===== src/rtl/load_store_unit_pkg.sv =====
// load_store_unit_pkg: shared widths, memory op encoding and FSM states for the LSU
package load_store_unit_pkg;
   localparam int ADDR_W     = 8;
   localparam int DATA_W     = 64;
   localparam int BYTE_SEL_W = 3;
   typedef enum logic [1:0] {LD, SD, LB, SB} mem_op_t;
   typedef enum logic [2:0] {IDLE, RD, CAP, WR, RESP} lsu_state_t;
endpackage


===== src/rtl/lsu_byte_lane.sv =====
// lsu_byte_lane: byte extract (zero-extended) and byte merge on one word; lane 0 is the most significant byte
import load_store_unit_pkg::*;
module lsu_byte_lane (
   input  logic [DATA_W-1:0]     word,
   input  logic [BYTE_SEL_W-1:0] lane,
   input  logic [7:0]            new_byte,
   output logic [DATA_W-1:0]     extracted,
   output logic [DATA_W-1:0]     merged
);
   logic [5:0] sh;
   // lane k sits 8*(7-k) bits above the LSB, and ~lane equals 7-lane
   always_comb begin
      sh = {~lane, 3'b000};
      extracted = (word >> sh) & 64'hFF;
      merged = (word & ~(64'hFF << sh)) | ({56'b0, new_byte} << sh);
   end
endmodule


===== src/rtl/load_store_unit.sv =====
// load_store_unit: single-outstanding load/store FSM driving a one-cycle-latency memory array
import load_store_unit_pkg::*;
module load_store_unit (
   input  logic                  clk,
   input  logic                  rst,
   input  logic                  req_valid,
   output logic                  req_ready,
   input  mem_op_t               req_op,
   input  logic [ADDR_W-1:0]     req_addr,
   input  logic [BYTE_SEL_W-1:0] req_byte,
   input  logic [DATA_W-1:0]     req_wdata,
   output logic                  resp_valid,
   input  logic                  resp_ready,
   output logic [DATA_W-1:0]     resp_data,
   output logic [ADDR_W-1:0]     mem_addr,
   output logic [DATA_W-1:0]     mem_wdata,
   output logic                  mem_we,
   input  logic [DATA_W-1:0]     mem_rdata
);
   lsu_state_t state;
   mem_op_t op_q;
   logic [BYTE_SEL_W-1:0] lane_q;
   logic [7:0] byte_q;
   logic [DATA_W-1:0] extracted, merged;

   lsu_byte_lane u_lane (
      .word(mem_rdata),
      .lane(lane_q),
      .new_byte(byte_q),
      .extracted(extracted),
      .merged(merged)
   );

   assign req_ready = state == IDLE;

   // request sequencing: SD writes directly, SB reads-modifies-writes, loads capture read data
   always_ff @(posedge clk) begin
      if (rst) begin
         state <= IDLE;
         resp_valid <= 1'b0;
         resp_data <= '0;
         mem_we <= 1'b0;
         mem_addr <= '0;
         mem_wdata <= '0;
      end else begin
         case (state)
            IDLE: if (req_valid) begin
               mem_addr <= req_addr;
               op_q <= req_op;
               lane_q <= req_byte;
               byte_q <= req_wdata[7:0];
               mem_we <= req_op == SD;
               if (req_op == SD) mem_wdata <= req_wdata;
               state <= req_op == SD ? WR : RD;
            end
            RD: state <= CAP;
            CAP: if (op_q == SB) begin
               mem_wdata <= merged;
               mem_we <= 1'b1;
               state <= WR;
            end else begin
               resp_data <= op_q == LB ? extracted : mem_rdata;
               resp_valid <= 1'b1;
               state <= RESP;
            end
            WR: begin
               mem_we <= 1'b0;
               resp_data <= '0;
               resp_valid <= 1'b1;
               state <= RESP;
            end
            RESP: if (resp_ready) begin
               resp_valid <= 1'b0;
               state <= IDLE;
            end
            default: state <= IDLE;
         endcase
      end
   end
endmodule


===== config.mk =====
export PLATFORM = sky130hd
export DESIGN_NAME = load_store_unit
export DESIGN_NICKNAME = d
export VERILOG_FILES = /design/src/rtl/load_store_unit_pkg.sv /design/src/rtl/lsu_byte_lane.sv /design/src/rtl/load_store_unit.sv
export SDC_FILE = /design/constraint.sdc
export NUM_CORES = 1
export LEC_CHECK = 0
export ABC_CLOCK_PERIOD_IN_PS = 2200
export CORE_ASPECT_RATIO = 1.4
export CORE_MARGIN = 2
export CORE_UTILIZATION = 39
export CTS_CLUSTER_DIAMETER = 60
export DETAILED_ROUTE_END_ITERATION = 16
export GPL_TIMING_DRIVEN = 0
export HOLD_SLACK_MARGIN = 0.05
export PLACE_DENSITY_LB_ADDON = 0.12
export SETUP_SLACK_MARGIN = 0.15
export SYNTH_ARGS = -nofsm -noshare
export SYNTH_HDL_FRONTEND = slang
export SYNTH_SLANG_ARGS = --single-unit

===== constraint.sdc =====
create_clock -name clk -period 2.2 [get_ports clk]
set_input_delay 0.33 -clock clk [delete_from_list [all_inputs] [get_ports clk]]
set_output_delay 0.33 -clock clk [all_outputs]
set_load 0.05 [all_outputs]

==> results of run 1 <==
==> routing by layer <==
metal  GRT usage  vias up
met4       0.118        0
met2       0.509      341
met5           0        -
met3      0.0691       62
li1            -     3332
met1       0.348     3379
==> worst paths after layout <==
kind,to,slack (ps),cells after the start
worst min-delay path,state[0]$_SDFFE_PP0P_,400,3
worst max register to register,resp_data[5]$_SDFFE_PP0P_,230,6
worst max-delay path,resp_data[5],220,1
worst min register to register,mem_addr[7]$_SDFFE_PP0P_,450,2
==> timing repair <==
action | in CTS | in global routing
pin swaps | 0 | 1
resized for setup | 3 | 3
buffers inserted | 0 | 1
endpoints found under the hold margin | 0 | 0
setup endpoints to repair | 14 | 14
==> placed cells by master, fill, tap and decap left out, types with 13 or more instances in the layout <==
| cell type | n |
|---|---|
| sky130_fd_sc_hd__nand2_1 | 51 |
| sky130_fd_sc_hd__nand3b_1 | 13 |
| sky130_fd_sc_hd__clkdlybuf4s50_1 | 281 |
| sky130_fd_sc_hd__buf_6 | 13 |
| sky130_fd_sc_hd__clkbuf_1 | 24 |
| sky130_fd_sc_hd__a22oi_1 | 56 |
| sky130_fd_sc_hd__a22o_1 | 64 |
| sky130_fd_sc_hd__edfxtp_1 | 13 |
| sky130_fd_sc_hd__nor2_1 | 115 |
| sky130_fd_sc_hd__buf_2 | 35 |
| sky130_fd_sc_hd__dfxtp_1 | 141 |
| sky130_fd_sc_hd__a31oi_1 | 18 |
| sky130_fd_sc_hd__nand3_1 | 16 |
| sky130_fd_sc_hd__mux2i_1 | 56 |
| sky130_fd_sc_hd__a21oi_1 | 59 |
| sky130_fd_sc_hd__clkbuf_16 | 19 |
==> registers in the layout (all words and copies together) (netlist names) <==
name and cells:
mem_we 1, resp_valid 1, resp_data 64, mem_addr 8
op_q 2, mem_wdata 64, state 3, byte_q 8
lane_q 3
==> final cells by class <==
type	count	area, um2
buffer	76	442
timing repair buffer	283	2840
multi-input combinational	510	3390
inverter	9	33.8
tap	240	300
clock inverter	11	130
fill	1668	7030
clock buffer	20	479
sequential	154	3210
==> kinds of logic after synthesis <==
family                 synth area share
DFF                               0.454
buffers and inverters            0.0672
AOI/OAI and AO/OA                 0.225
muxes                             0.105
and+or+nand+nor                   0.149
==> through the flow <==
step | TNS [ps] | total power, uW | utilization | area [um2] | hold WS (ps)
global placement | -8180 | 4870 | 0.571 | 10200 | 443
floorplan | 0 | 4110 | - | 7070 | 429
detailed placement | -8610 | 4880 | 0.571 | 10200 | 448
global route | 0 | 8160 | 0.606 | 10800 | 413
CTS | 0 | 7910 | 0.605 | 10800 | 390
finish | 0 | 7910 | 0.606 | 10800 | 400
==> worst min-delay path, delay by kind of cell <==
family                 cells  cell delay, ps
buffers and inverters      1             210
and+or+nand+nor            1             200
AOI/OAI and AO/OA          1              40
==> power by group <==
part,total [uW],leakage (uW),internal [uW],switching [uW]
registers,3040,0.00126,2960,76.6
logic,1800,0.00276,728,1070
clock network,3080,0.000294,1820,1260
==> report_table.html, run 1 <==
<table>
<tr><th>Metric</th><th>Value</th></tr>
<tr><th colspan="2">Pwr</th></tr>
<tr><td>Max rail drop VDD</td><td>463 uV</td></tr>
<tr><td>Leak</td><td>0.00432 uW</td></tr>
<tr><td>Pwr/cell area</td><td>731 mW/mm2</td></tr>
<tr><th colspan="2">Drt</th></tr>
<tr><td>Routed wire per std cell</td><td>21.9 um</td></tr>
<tr><td>Top Metal Used</td><td>met4</td></tr>
<tr><td>Residual DRC count</td><td>0</td></tr>
<tr><td>Routed length on met2</td><td>14000 um</td></tr>
<tr><td>Met1 wire length</td><td>11200 um</td></tr>
<tr><td>First-pass DRT Iterations</td><td>5</td></tr>
<tr><td>Drt first-iter violations</td><td>510</td></tr>
<tr><td>Mean number of vias per cell</td><td>5.46</td></tr>
<tr><td>Post-route ant nets</td><td>0</td></tr>
<tr><td>Routed length on met3</td><td>2240 um</td></tr>
<tr><td>Total routed wirelength</td><td>28500 um</td></tr>
<tr><td>Via total after detailed routing</td><td>7114</td></tr>
<tr><th colspan="2">Worst setup path</th></tr>
<tr><td>Startpoint of the lowest-slack register-to-register path</td><td>lane_q[1]$_DFFE_PP_</td></tr>
<tr><td>Family with the most delay on the worst path</td><td>buffers and inverters</td></tr>
<tr><td>Ordered list of cells on the worst path</td><td>clkdlybuf4s50_1</td></tr>
<tr><td>Maximum single-stage delay on the critical path</td><td>830 ps</td></tr>
<tr><td>Worst setup SP type</td><td>flip-flop</td></tr>
<tr><td>CP Capture Type</td><td>output pin</td></tr>
<tr><td>Top fanout value on the critical path</td><td>2</td></tr>
<tr><td>Buffering stage count on the worst path with inverters included</td><td>1</td></tr>
<tr><td>Crit path launch</td><td>resp_data[5]$_SDFFE_PP0P_</td></tr>
<tr><td>Arrival time worst endpoint</td><td>1650 ps</td></tr>
<tr><td>Slowest cell on the critical path</td><td>sky130_fd_sc_hd__clkdlybuf4s50_1</td></tr>
<tr><td>Required time of the critical path</td><td>1870 ps</td></tr>
<tr><td>Critical path class</td><td>flip-flop to output pin</td></tr>
<tr><th colspan="2">Synthesis</th></tr>
<tr><td>Number of instances in the synthesized netlist</td><td>749</td></tr>
<tr><td>Ys flop type</td><td>sky130_fd_sc_hd__dfxtp_1</td></tr>
<tr><td>Count of flip-flops with a built-in enable after synthesis</td><td>13</td></tr>
<tr><td>Avg Cell Area, Syn</td><td>9.44 um2</td></tr>
<tr><td>Area fraction of the dominant cell type after synthesis</td><td>0.399</td></tr>
<tr><td>Synth area leaders</td><td>sky130_fd_sc_hd__dfxtp_1 (40%), sky130_fd_sc_hd__a22o_1 (7.9%), sky130_fd_sc_hd__mux2i_1 (7.9%)</td></tr>
<tr><td>Part of the Yosys area used for sequential elements</td><td>0.454</td></tr>
<tr><td>Cell accounting for the most synthesized area</td><td>sky130_fd_sc_hd__dfxtp_1</td></tr>
<tr><td>Register bit count reported by yosys</td><td>154</td></tr>
<tr><td>Most frequent cells after synthesis</td><td>sky130_fd_sc_hd__dfxtp_1 (141), sky130_fd_sc_hd__nor2_1 (116), sky130_fd_sc_hd__a22o_1 (64), sky130_fd_sc_hd__a21oi_1 (59)</td></tr>
<tr><td>Number of nets in the synthesized netlist</td><td>894</td></tr>
<tr><td>Most used standard cell by instance count after synthesis</td><td>sky130_fd_sc_hd__dfxtp_1</td></tr>
<tr><td>Synthesis Warnings</td><td>0</td></tr>
<tr><td>Fraction of registers with async set or reset after synthesis</td><td>0</td></tr>
<tr><td>Number of distinct standard cells referenced by the synthesized netlist</td><td>40</td></tr>
<tr><td>Post-Syn Area</td><td>0.00707 mm2</td></tr>
<tr><th colspan="2">Clock network</th></tr>
<tr><td>Insertion delay of the later-clocked pin in the worst-skew pair</td><td>430 ps</td></tr>
<tr><td>Root buffer cell</td><td>sky130_fd_sc_hd__clkbuf_16</td></tr>
<tr><td>TritonCTS Sinks</td><td>154</td></tr>
<tr><td>Clock tree from TritonCTS</td><td>built</td></tr>
<tr><td>Number of buffers added by the clock tree synthesis step</td><td>17</td></tr>
<tr><td>Clock H-tree levels</td><td>4</td></tr>
<tr><td>Hold Buf Count CTS</td><td>0</td></tr>
<tr><td>Number of buffers on the longest clock path</td><td>2</td></tr>
<tr><td>Clock transition at the registers of the reported paths</td><td>70 ps</td></tr>
<tr><th colspan="2">Timing</th></tr>
<tr><td>Unrepaired setup endpoints after global routing</td><td>false</td></tr>
<tr><td>Final worst-path setup slack</td><td>220 ps</td></tr>
<tr><td>Upper clock frequency limit</td><td>0.505 GHz</td></tr>
<tr><td>Final worst clock skew</td><td>12.8 ps</td></tr>
<tr><td>Final setup fails</td><td>0</td></tr>
<tr><td>Number of hold-slack violations in the final timing report</td><td>0</td></tr>
<tr><td>Max Slew Vio Count</td><td>0</td></tr>
<tr><td>Time the worst path needs with I/O delays and setup</td><td>1980 ps</td></tr>
<tr><td>Max-Slew Margin vs Limit</td><td>0.391</td></tr>
<tr><td>Period Utilization, post-route</td><td>0.900</td></tr>
<tr><td>Transition time at the pin with the least slew margin</td><td>913 ps</td></tr>
<tr><th colspan="2">Place</th></tr>
<tr><td>Setup WS pre-CTS</td><td>-663 ps</td></tr>
<tr><td>Global placer's final weighted congestion</td><td>0.907</td></tr>
<tr><td>I/O Buffers</td><td>282</td></tr>
<tr><td>Cell count after placement</td><td>1271</td></tr>
<tr><td>Post-detailed-placement half-perimeter wirelength</td><td>21200 um</td></tr>
<tr><th colspan="2">Hold path</th></tr>
<tr><td>Hold path start</td><td>rst</td></tr>
<tr><td>Min-Delay Path Class</td><td>input pin to flip-flop</td></tr>
<tr><th colspan="2">Outcome</th></tr>
<tr><td>Run status</td><td>complete, no violations</td></tr>
<tr><th colspan="2">Floorplanning</th></tr>
<tr><td>Die extent in y</td><td>163 um</td></tr>
<tr><td>Num ports</td><td>284</td></tr>
<tr><td>Floorplan die width</td><td>118 um</td></tr>
<tr><td>Area of the core</td><td>0.0179 mm2</td></tr>
<tr><td>Initial Util</td><td>0.396</td></tr>
<tr><td>FP Rows</td><td>58</td></tr>
<tr><td>Die area</td><td>0.0192 mm2</td></tr>
<tr><th colspan="2">Global route</th></tr>
<tr><td>GRT Total Usage</td><td>0.293</td></tr>
<tr><td>Initial antenna violation count</td><td>0</td></tr>
<tr><td>Pin count of the biggest net entering global routing</td><td>17</td></tr>
<tr><td>Number of global-route vias before repair</td><td>7059</td></tr>
<tr><td>Global-route wire length before repair</td><td>42400 um</td></tr>
<tr><td>Remaining Overflow, GRT</td><td>0</td></tr>
<tr><th colspan="2">Finish</th></tr>
<tr><td>Share of layout cells above drive strength 1</td><td>0.106</td></tr>
<tr><td>Ant. Diodes</td><td>0</td></tr>
<tr><td>Final std cells w/o fill</td><td>1303</td></tr>
<tr><td>Number of nets in the finished design</td><td>1196</td></tr>
<tr><td>Area growth, synth to finish</td><td>53.1%</td></tr>
<tr><th colspan="2">Flow run</th></tr>
<tr><td># Max-Cap Violations</td><td>0</td></tr>
</table>
No activity file was read; power rests on OpenSTA's default activity.
==> run 2, diff against run 1 <==
Settings changed: GPL_ROUTABILITY_DRIVEN set to 0, GPL_TIMING_DRIVEN 0 to not set.
==> run 2 against run 1 <==
Clock power up 4%. Combinational power shrank 6%. Largest power group unchanged. Setup slack better by 8.1 ps. Sequential share of layout area up 0.44 points. Non-clock buffer count is 53 lower. Design area down 1.5%. Critical endpoint is now resp_data[8]. Maximum frequency grew 0.41%. First-iteration DRC count grew 9.8%. Largest cell class unchanged. Sequential power up 1%.
==> report_table.html, run 2 (same netlist as run 1, synthesis figures left out) <==
<table>
<tr><th>Metric</th><th>Value</th></tr>
<tr><th colspan="2">Pwr</th></tr>
<tr><td>Pwr/cell area</td><td>748 mW/mm2 (+2.3%)</td></tr>
<tr><td>Net switching share of the total power</td><td>0.290 (-0.0141)</td></tr>
<tr><td>P_int</td><td>5660 uW (+2.8%)</td></tr>
<tr><td>Max rail drop VDD</td><td>397 uV (-14%)</td></tr>
<tr><td>Logic gate share of total power</td><td>0.213 (-0.014)</td></tr>
<tr><td>Leak</td><td>0.00420 uW (-2.8%)</td></tr>
<tr><td>Clock Power Share</td><td>0.400 (+0.011)</td></tr>
<tr><td>Net switching power</td><td>2320 uW (-3.9%)</td></tr>
<tr><td>Part of the total power dissipated in sequential elements</td><td>0.387 (+0.003)</td></tr>
<tr><th colspan="2">Finish</th></tr>
<tr><td>Final std cells w/o fill</td><td>1251 (-4.0%)</td></tr>
<tr><td>Ant. Diodes</td><td>0 (unchanged)</td></tr>
<tr><td>Most frequent cells in the layout</td><td>sky130_fd_sc_hd__clkdlybuf4s50_1 (281), sky130_fd_sc_hd__dfxtp_1 (141), sky130_fd_sc_hd__nor2_1 (115)</td></tr>
<tr><td>Area growth, synth to finish</td><td>50.9%</td></tr>
<tr><td>Number of nets in the finished design</td><td>1143 (-4.4%)</td></tr>
<tr><td>Share of layout cells above drive strength 1</td><td>0.0831 (-0.0232)</td></tr>
<tr><td>Largest regs</td><td>mem_wdata (64), resp_data (64)</td></tr>
<tr><td>Final core area utilization</td><td>0.597 (-0.00890)</td></tr>
<tr><td>Leading cell type in the layout, fill and taps excluded</td><td>sky130_fd_sc_hd__clkdlybuf4s50_1</td></tr>
<tr><td>Count of filler cells inserted in the layout</td><td>1611 (-3.4%)</td></tr>
<tr><th colspan="2">Floorplanning</th></tr>
<tr><td>Initial Util</td><td>0.396 (unchanged)</td></tr>
<tr><td>Die extent in y</td><td>163 um (unchanged)</td></tr>
<tr><td>FP Rows</td><td>58 (unchanged)</td></tr>
<tr><td>Area of the core</td><td>0.0179 mm2 (unchanged)</td></tr>
<tr><td>Floorplan die width</td><td>118 um (unchanged)</td></tr>
<tr><td>Num ports</td><td>284 (unchanged)</td></tr>
<tr><td>Die area</td><td>0.0192 mm2 (unchanged)</td></tr>
<tr><th colspan="2">Timing</th></tr>
<tr><td>Transition time at the pin with the least slew margin</td><td>647 ps (-266 ps)</td></tr>
<tr><td>Final worst clock skew</td><td>9.30 ps (-3.51 ps)</td></tr>
<tr><td>Final setup fails</td><td>0 (unchanged)</td></tr>
<tr><td>Final worst-path setup slack</td><td>228 ps (+8.10 ps)</td></tr>
<tr><td>Max-Slew Margin vs Limit</td><td>0.569 (+0.177)</td></tr>
<tr><td>Unrepaired setup endpoints after global routing</td><td>false</td></tr>
<tr><td>Setup TNS</td><td>0 ps (unchanged)</td></tr>
<tr><td>Upper clock frequency limit</td><td>0.507 GHz (+0.41%)</td></tr>
<tr><td>Max Slew Vio Count</td><td>0 (unchanged)</td></tr>
<tr><td>Time the worst path needs with I/O delays and setup</td><td>1970 ps (-8.10 ps)</td></tr>
<tr><td>Number of hold-slack violations in the final timing report</td><td>0 (unchanged)</td></tr>
<tr><td>Period Utilization, post-route</td><td>0.896 (-0.00368)</td></tr>
<tr><th colspan="2">Drt</th></tr>
<tr><td>Mean number of vias per cell</td><td>5.46 (about the same)</td></tr>
<tr><td>Residual DRC count</td><td>0 (unchanged)</td></tr>
<tr><td>Drt first-iter violations</td><td>560 (+9.8%)</td></tr>
<tr><td>Post-route ant nets</td><td>0 (unchanged)</td></tr>
<tr><td>Via total after detailed routing</td><td>6828 (-4.0%)</td></tr>
<tr><td>First-pass DRT Iterations</td><td>5 (unchanged)</td></tr>
<tr><td>Total routed wirelength</td><td>27000 um (-5.4%)</td></tr>
<tr><td>Routed wire per std cell</td><td>21.6 um (-1.5%)</td></tr>
<tr><th colspan="2">Global route</th></tr>
<tr><td>Global routing met2 resource utilization</td><td>0.478 (-0.0312)</td></tr>
<tr><td>M3 GR Usage</td><td>0.0663 (-0.00279)</td></tr>
<tr><td>Number of global-route vias before repair</td><td>6749 (-4.4%)</td></tr>
<tr><td>Global-route wire length before repair</td><td>40300 um (-5.1%)</td></tr>
<tr><td>Initial antenna violation count</td><td>0 (unchanged)</td></tr>
<tr><td>Global-route layer with the greatest usage</td><td>met2</td></tr>
<tr><td>Global-route met1 utilization</td><td>0.327 (-0.0214)</td></tr>
<tr><td>Pin count of the biggest net entering global routing</td><td>87 (+70)</td></tr>
<tr><td>Remaining Overflow, GRT</td><td>0 (unchanged)</td></tr>
<tr><td>GRT Total Usage</td><td>0.275 (-0.0175)</td></tr>
<tr><th colspan="2">Place</th></tr>
<tr><td>I/O Buffers</td><td>283 (+0.35%)</td></tr>
<tr><td>Cell count after placement</td><td>1217 (-4.2%)</td></tr>
<tr><td>Setup WS pre-CTS</td><td>139 ps (+802 ps)</td></tr>
<tr><td>Post-detailed-placement half-perimeter wirelength</td><td>18700 um (-12%)</td></tr>
<tr><th colspan="2">Clock network</th></tr>
<tr><td>Clock H-tree levels</td><td>4 (unchanged)</td></tr>
<tr><td>TritonCTS Sinks</td><td>154 (unchanged)</td></tr>
<tr><td>Insertion delay of the later-clocked pin in the worst-skew pair</td><td>420 ps (about the same)</td></tr>
<tr><td>Root buffer cell</td><td>sky130_fd_sc_hd__clkbuf_16</td></tr>
<tr><td>Number of buffers on the longest clock path</td><td>2 (unchanged)</td></tr>
<tr><td>Number of buffers added by the clock tree synthesis step</td><td>17 (unchanged)</td></tr>
<tr><td>Clock tree from TritonCTS</td><td>built</td></tr>
<tr><td>Clock transition at the registers of the reported paths</td><td>60 ps (about the same)</td></tr>
<tr><td>Hold Buf Count CTS</td><td>0 (unchanged)</td></tr>
<tr><th colspan="2">Outcome</th></tr>
<tr><td>Run status</td><td>complete, no violations</td></tr>
<tr><th colspan="2">Worst setup path</th></tr>
<tr><td>CP Capture Type</td><td>output pin</td></tr>
<tr><td>Family with the most delay on the worst path</td><td>buffers and inverters</td></tr>
<tr><td>Terminus of the critical flop-to-flop path</td><td>mem_wdata[24]$_SDFFE_PP0P_</td></tr>
<tr><td>R2R depth</td><td>4 (-2)</td></tr>
<tr><td>Number of logic stages on the critical path including buffering</td><td>1 (unchanged)</td></tr>
<tr><td>End of the critical path</td><td>resp_data[8]</td></tr>
<tr><td>Startpoint of the lowest-slack register-to-register path</td><td>lane_q[1]$_DFFE_PP_</td></tr>
<tr><td>Critical path class</td><td>flip-flop to output pin</td></tr>
<tr><td>FF-to-FF setup slack</td><td>250 ps (+20 ps)</td></tr>
<tr><td>Worst setup SP type</td><td>flip-flop</td></tr>
<tr><td>Top fanout value on the critical path</td><td>2 (unchanged)</td></tr>
<tr><td>Arrival time worst endpoint</td><td>1640 ps (about the same)</td></tr>
<tr><td>Slowest cell on the critical path</td><td>sky130_fd_sc_hd__clkdlybuf4s50_1</td></tr>
<tr><td>Maximum single-stage delay on the critical path</td><td>830 ps (about the same)</td></tr>
<tr><td>Ordered list of cells on the worst path</td><td>clkdlybuf4s50_1</td></tr>
<tr><td>Required time of the critical path</td><td>1870 ps (about the same)</td></tr>
<tr><td>Crit path launch</td><td>resp_data[8]$_SDFFE_PP0P_</td></tr>
<tr><td>Buffering stage count on the worst path with inverters included</td><td>1 (unchanged)</td></tr>
<tr><th colspan="2">Hold path</th></tr>
<tr><td>Min-Delay Path Class</td><td>input pin to flip-flop</td></tr>
<tr><th colspan="2">Flow run</th></tr>
<tr><td># Max-Cap Violations</td><td>0 (unchanged)</td></tr>
</table>
[run 2: cell types whose count changed in the layout (fill, tap and decap cells not counted), sizes merged]
cell / previous run / this run
clkinvlp: 2 / 0
clkinv: 2 / 3
inv: 14 / 11
clkbuf: 44 / 24
bufinv: 2 / 3
buf: 54 / 25
[run 2: power groups by stage]
| stage | Combinational, uW | Clock, uW | Sequential (uW) |
|---|---|---|---|
| 6_report | 1700 | 3190 | 3080 |
| 5_1_grt | 1800 | 3360 | 3100 |
| 4_1_cts | 1700 | 3240 | 3080 |
| 3_5_place_dp | 1690 | 0 | 3140 |
| 3_3_place_gp | 1690 | 0 | 3140 |
| 2_1_floorplan | 633 | 0 | 3470 |
[run 2: worst min-delay path by stage]
stage / start / to / slack (ps) / cells after the start
6_report: rst / resp_data[56]$_SDFFE_PP0P_ / 230 / 2
3_5_place_dp: mem_addr[0]$_SDFFE_PP0P_ / mem_addr[0]$_SDFFE_PP0P_ / 450 / 2
5_1_grt: rst / mem_we$_SDFFE_PP0P_ / 230 / 2
3_3_place_gp: mem_addr[5]$_SDFFE_PP0P_ / mem_addr[5]$_SDFFE_PP0P_ / 440 / 2
2_1_floorplan: req_wdata[0] / byte_q[0]$_DFFE_PP_ / 430 / 0
4_1_cts: rst / resp_data[56]$_SDFFE_PP0P_ / 220 / 2
[run 2: final cells by class]
type                       instances  area [um2]  area share
tap                              240         300      0.0282
sequential                       154        3210       0.301
timing repair buffer             306        3070       0.288
inverter                           9        33.8     0.00317
multi-input combinational        510        3400       0.319
clock inverter                     8         128      0.0120
clock buffer                      24         514      0.0482
[run 2: routing by layer]
metal  up-vias  share of wire
li1       3218              -
met1      3267           0.40
met2       295           0.50
met3        48          0.066
met4         0          0.032
met5         -              0
[run 2: per-stage QoR]
stage	total power, uW	hold slack, ps	instance area (um2)
after floorplan	4110	429	7070
after global placement	4830	443	10000
after detailed placement	4840	446	10000
after CTS	8020	221	10600
after global routing	8250	226	10700
final	7980	230	10700
[run 2: timing repair]
action	CTS	global route
endpoints found under the hold margin	0	0
setup endpoints to repair	0	13
buffers inserted	0	2
resized for setup	0	1
==> RTL change, RTL diff (config.mk and constraints of run 1) <==
Set the package constant `DATA_W` to 128 (it was 64).
--- a/src/rtl/load_store_unit_pkg.sv
+++ b/src/rtl/load_store_unit_pkg.sv
@@ -1,7 +1,7 @@
 // load_store_unit_pkg: shared widths, memory op encoding and FSM states for the LSU
 package load_store_unit_pkg;
    localparam int ADDR_W     = 8;
-   localparam int DATA_W     = 64;
+   localparam int DATA_W     = 128;
    localparam int BYTE_SEL_W = 3;
    typedef enum logic [1:0] {LD, SD, LB, SB} mem_op_t;
    typedef enum logic [2:0] {IDLE, RD, CAP, WR, RESP} lsu_state_t;
Interface: changed (resized mem_rdata, mem_wdata, req_wdata and resp_data); port bits go from 284 to 540. The function was not compared with the original's and may differ.
==> RTL change against run 1 <==
Sequential cell count grew 128. Global-route usage grew 3.0 points. Cell count grew 76%. Synthesized area grew 68%. Power grew 72%. Worst setup slack lost 0.040 ns. Routed wire length grew 88%. Synthesized cell count grew 75%. Design area grew 73%. Critical path type unchanged.
==> RTL change: results <==
export IMPL_outcome="complete, no violations"
export IMPL_drt_iter0_drc=613
export IMPL_slew_headroom=0.370
export IMPL_p_clk_uw=4930
export IMPL_port_buffers=539
export IMPL_ctsLongestPathBuffers=3
export IMPL_grtUsageMet2=0.581
export IMPL_cp_data_arrival_time_ns=1.69
export IMPL_fin_skew_ns=0.00932
export IMPL_gp_congestion=0.942
export IMPL_vias=12600
export IMPL_final_layout_size_suffix_gt1_frac=0.0789
export IMPL_synth_cell_types=47
export IMPL_switching_share=0.311
export IMPL_grt_pass1_vias=12800
export IMPL_whs_ns=0.330
export IMPL_fill_cells=2727
export IMPL_top_regs="mem_wdata x128, resp_data x128"
export IMPL_wl_met2_um=27200
export IMPL_htree_levels=1
export IMPL_grt_max_degree=15
export IMPL_grt_pass1_wl_um=77200
export IMPL_antenna_found_initial=6
export IMPL_yosys_top_cells_count="dfxtp_1, nor2_1, nand2_1"
export IMPL_dpl_hpwl_um=41700
export IMPL_place_area_mm2=0.0178
export IMPL_gr_usage_all_layers=0.323
export IMPL_wl_met3_um=5010
export IMPL_drt_met1_wl_um=18700
export IMPL_leakage_uw=0.00930
export IMPL_min_from="req_addr[3]"
[RTL change: changes by cell type after synthesis, moves of 30 or more]
cell	delta
a211oi_1	+64
a21oi_1	-48
a22oi_1	+71
a31oi_1	+46
clkbuf_1	+35
dfxtp_1	+128
mux2i_1	+30
nand2_1	+94
nor2_1	+139
[RTL change: worst max path at each step]
stage,from,endpoint,slack (ns)
final,resp_data[60],resp_data[60],0.18
after floorplan,state[1],byte_q[0],0.34
after global placement,rst,resp_data[126],-0.83
after global routing,state[2],mem_wdata[85],0.15
after CTS,resp_data[21],resp_data[21],0.15
after detailed placement,rst,resp_data[12],-0.85
[RTL change: repair_timing]
action / in CTS / in global routing
setup buffers: 1 / 1
resized for setup: 237 / 61
setup endpoints to repair: 402 / 94
pin swaps: 1 / 0
gates cloned: 0 / 0
[RTL change: cells by family (layout without fill, tap and decap cells)]
kind of cell	count (synthesis)	count (layout)
muxes	87	87
other	0	7
AOI/OAI and AO/OA	355	355
and+or+nand+nor	445	445
buffers and inverters	139	733
DFF	282	282
[RTL change: cell type report]
class | count | area, µm² | area share
inverter | 9 | 33.8 | 0.00181
clock inverter | 9 | 53.8 | 0.00288
timing repair buffer | 541 | 5280 | 0.283
buffer | 129 | 727 | 0.0389
multi-input combinational | 887 | 5430 | 0.290
clock buffer | 45 | 897 | 0.0480
sequential | 282 | 5780 | 0.309
tap | 385 | 482 | 0.0258
antenna | 7 | 17.5 | 0.000937
[RTL change: stage by stage]
stage	TNS (ns)	cells	util	total power [µW]
2_1_floorplan	0	1308	-	7420
3_5_place_dp	-123.29	2232	0.592	8860
6_report	0	2294	0.623	13600
3_3_place_gp	-119.53	2232	0.592	8840
5_1_grt	0	2292	0.623	14000
4_1_cts	0	2287	0.618	13600
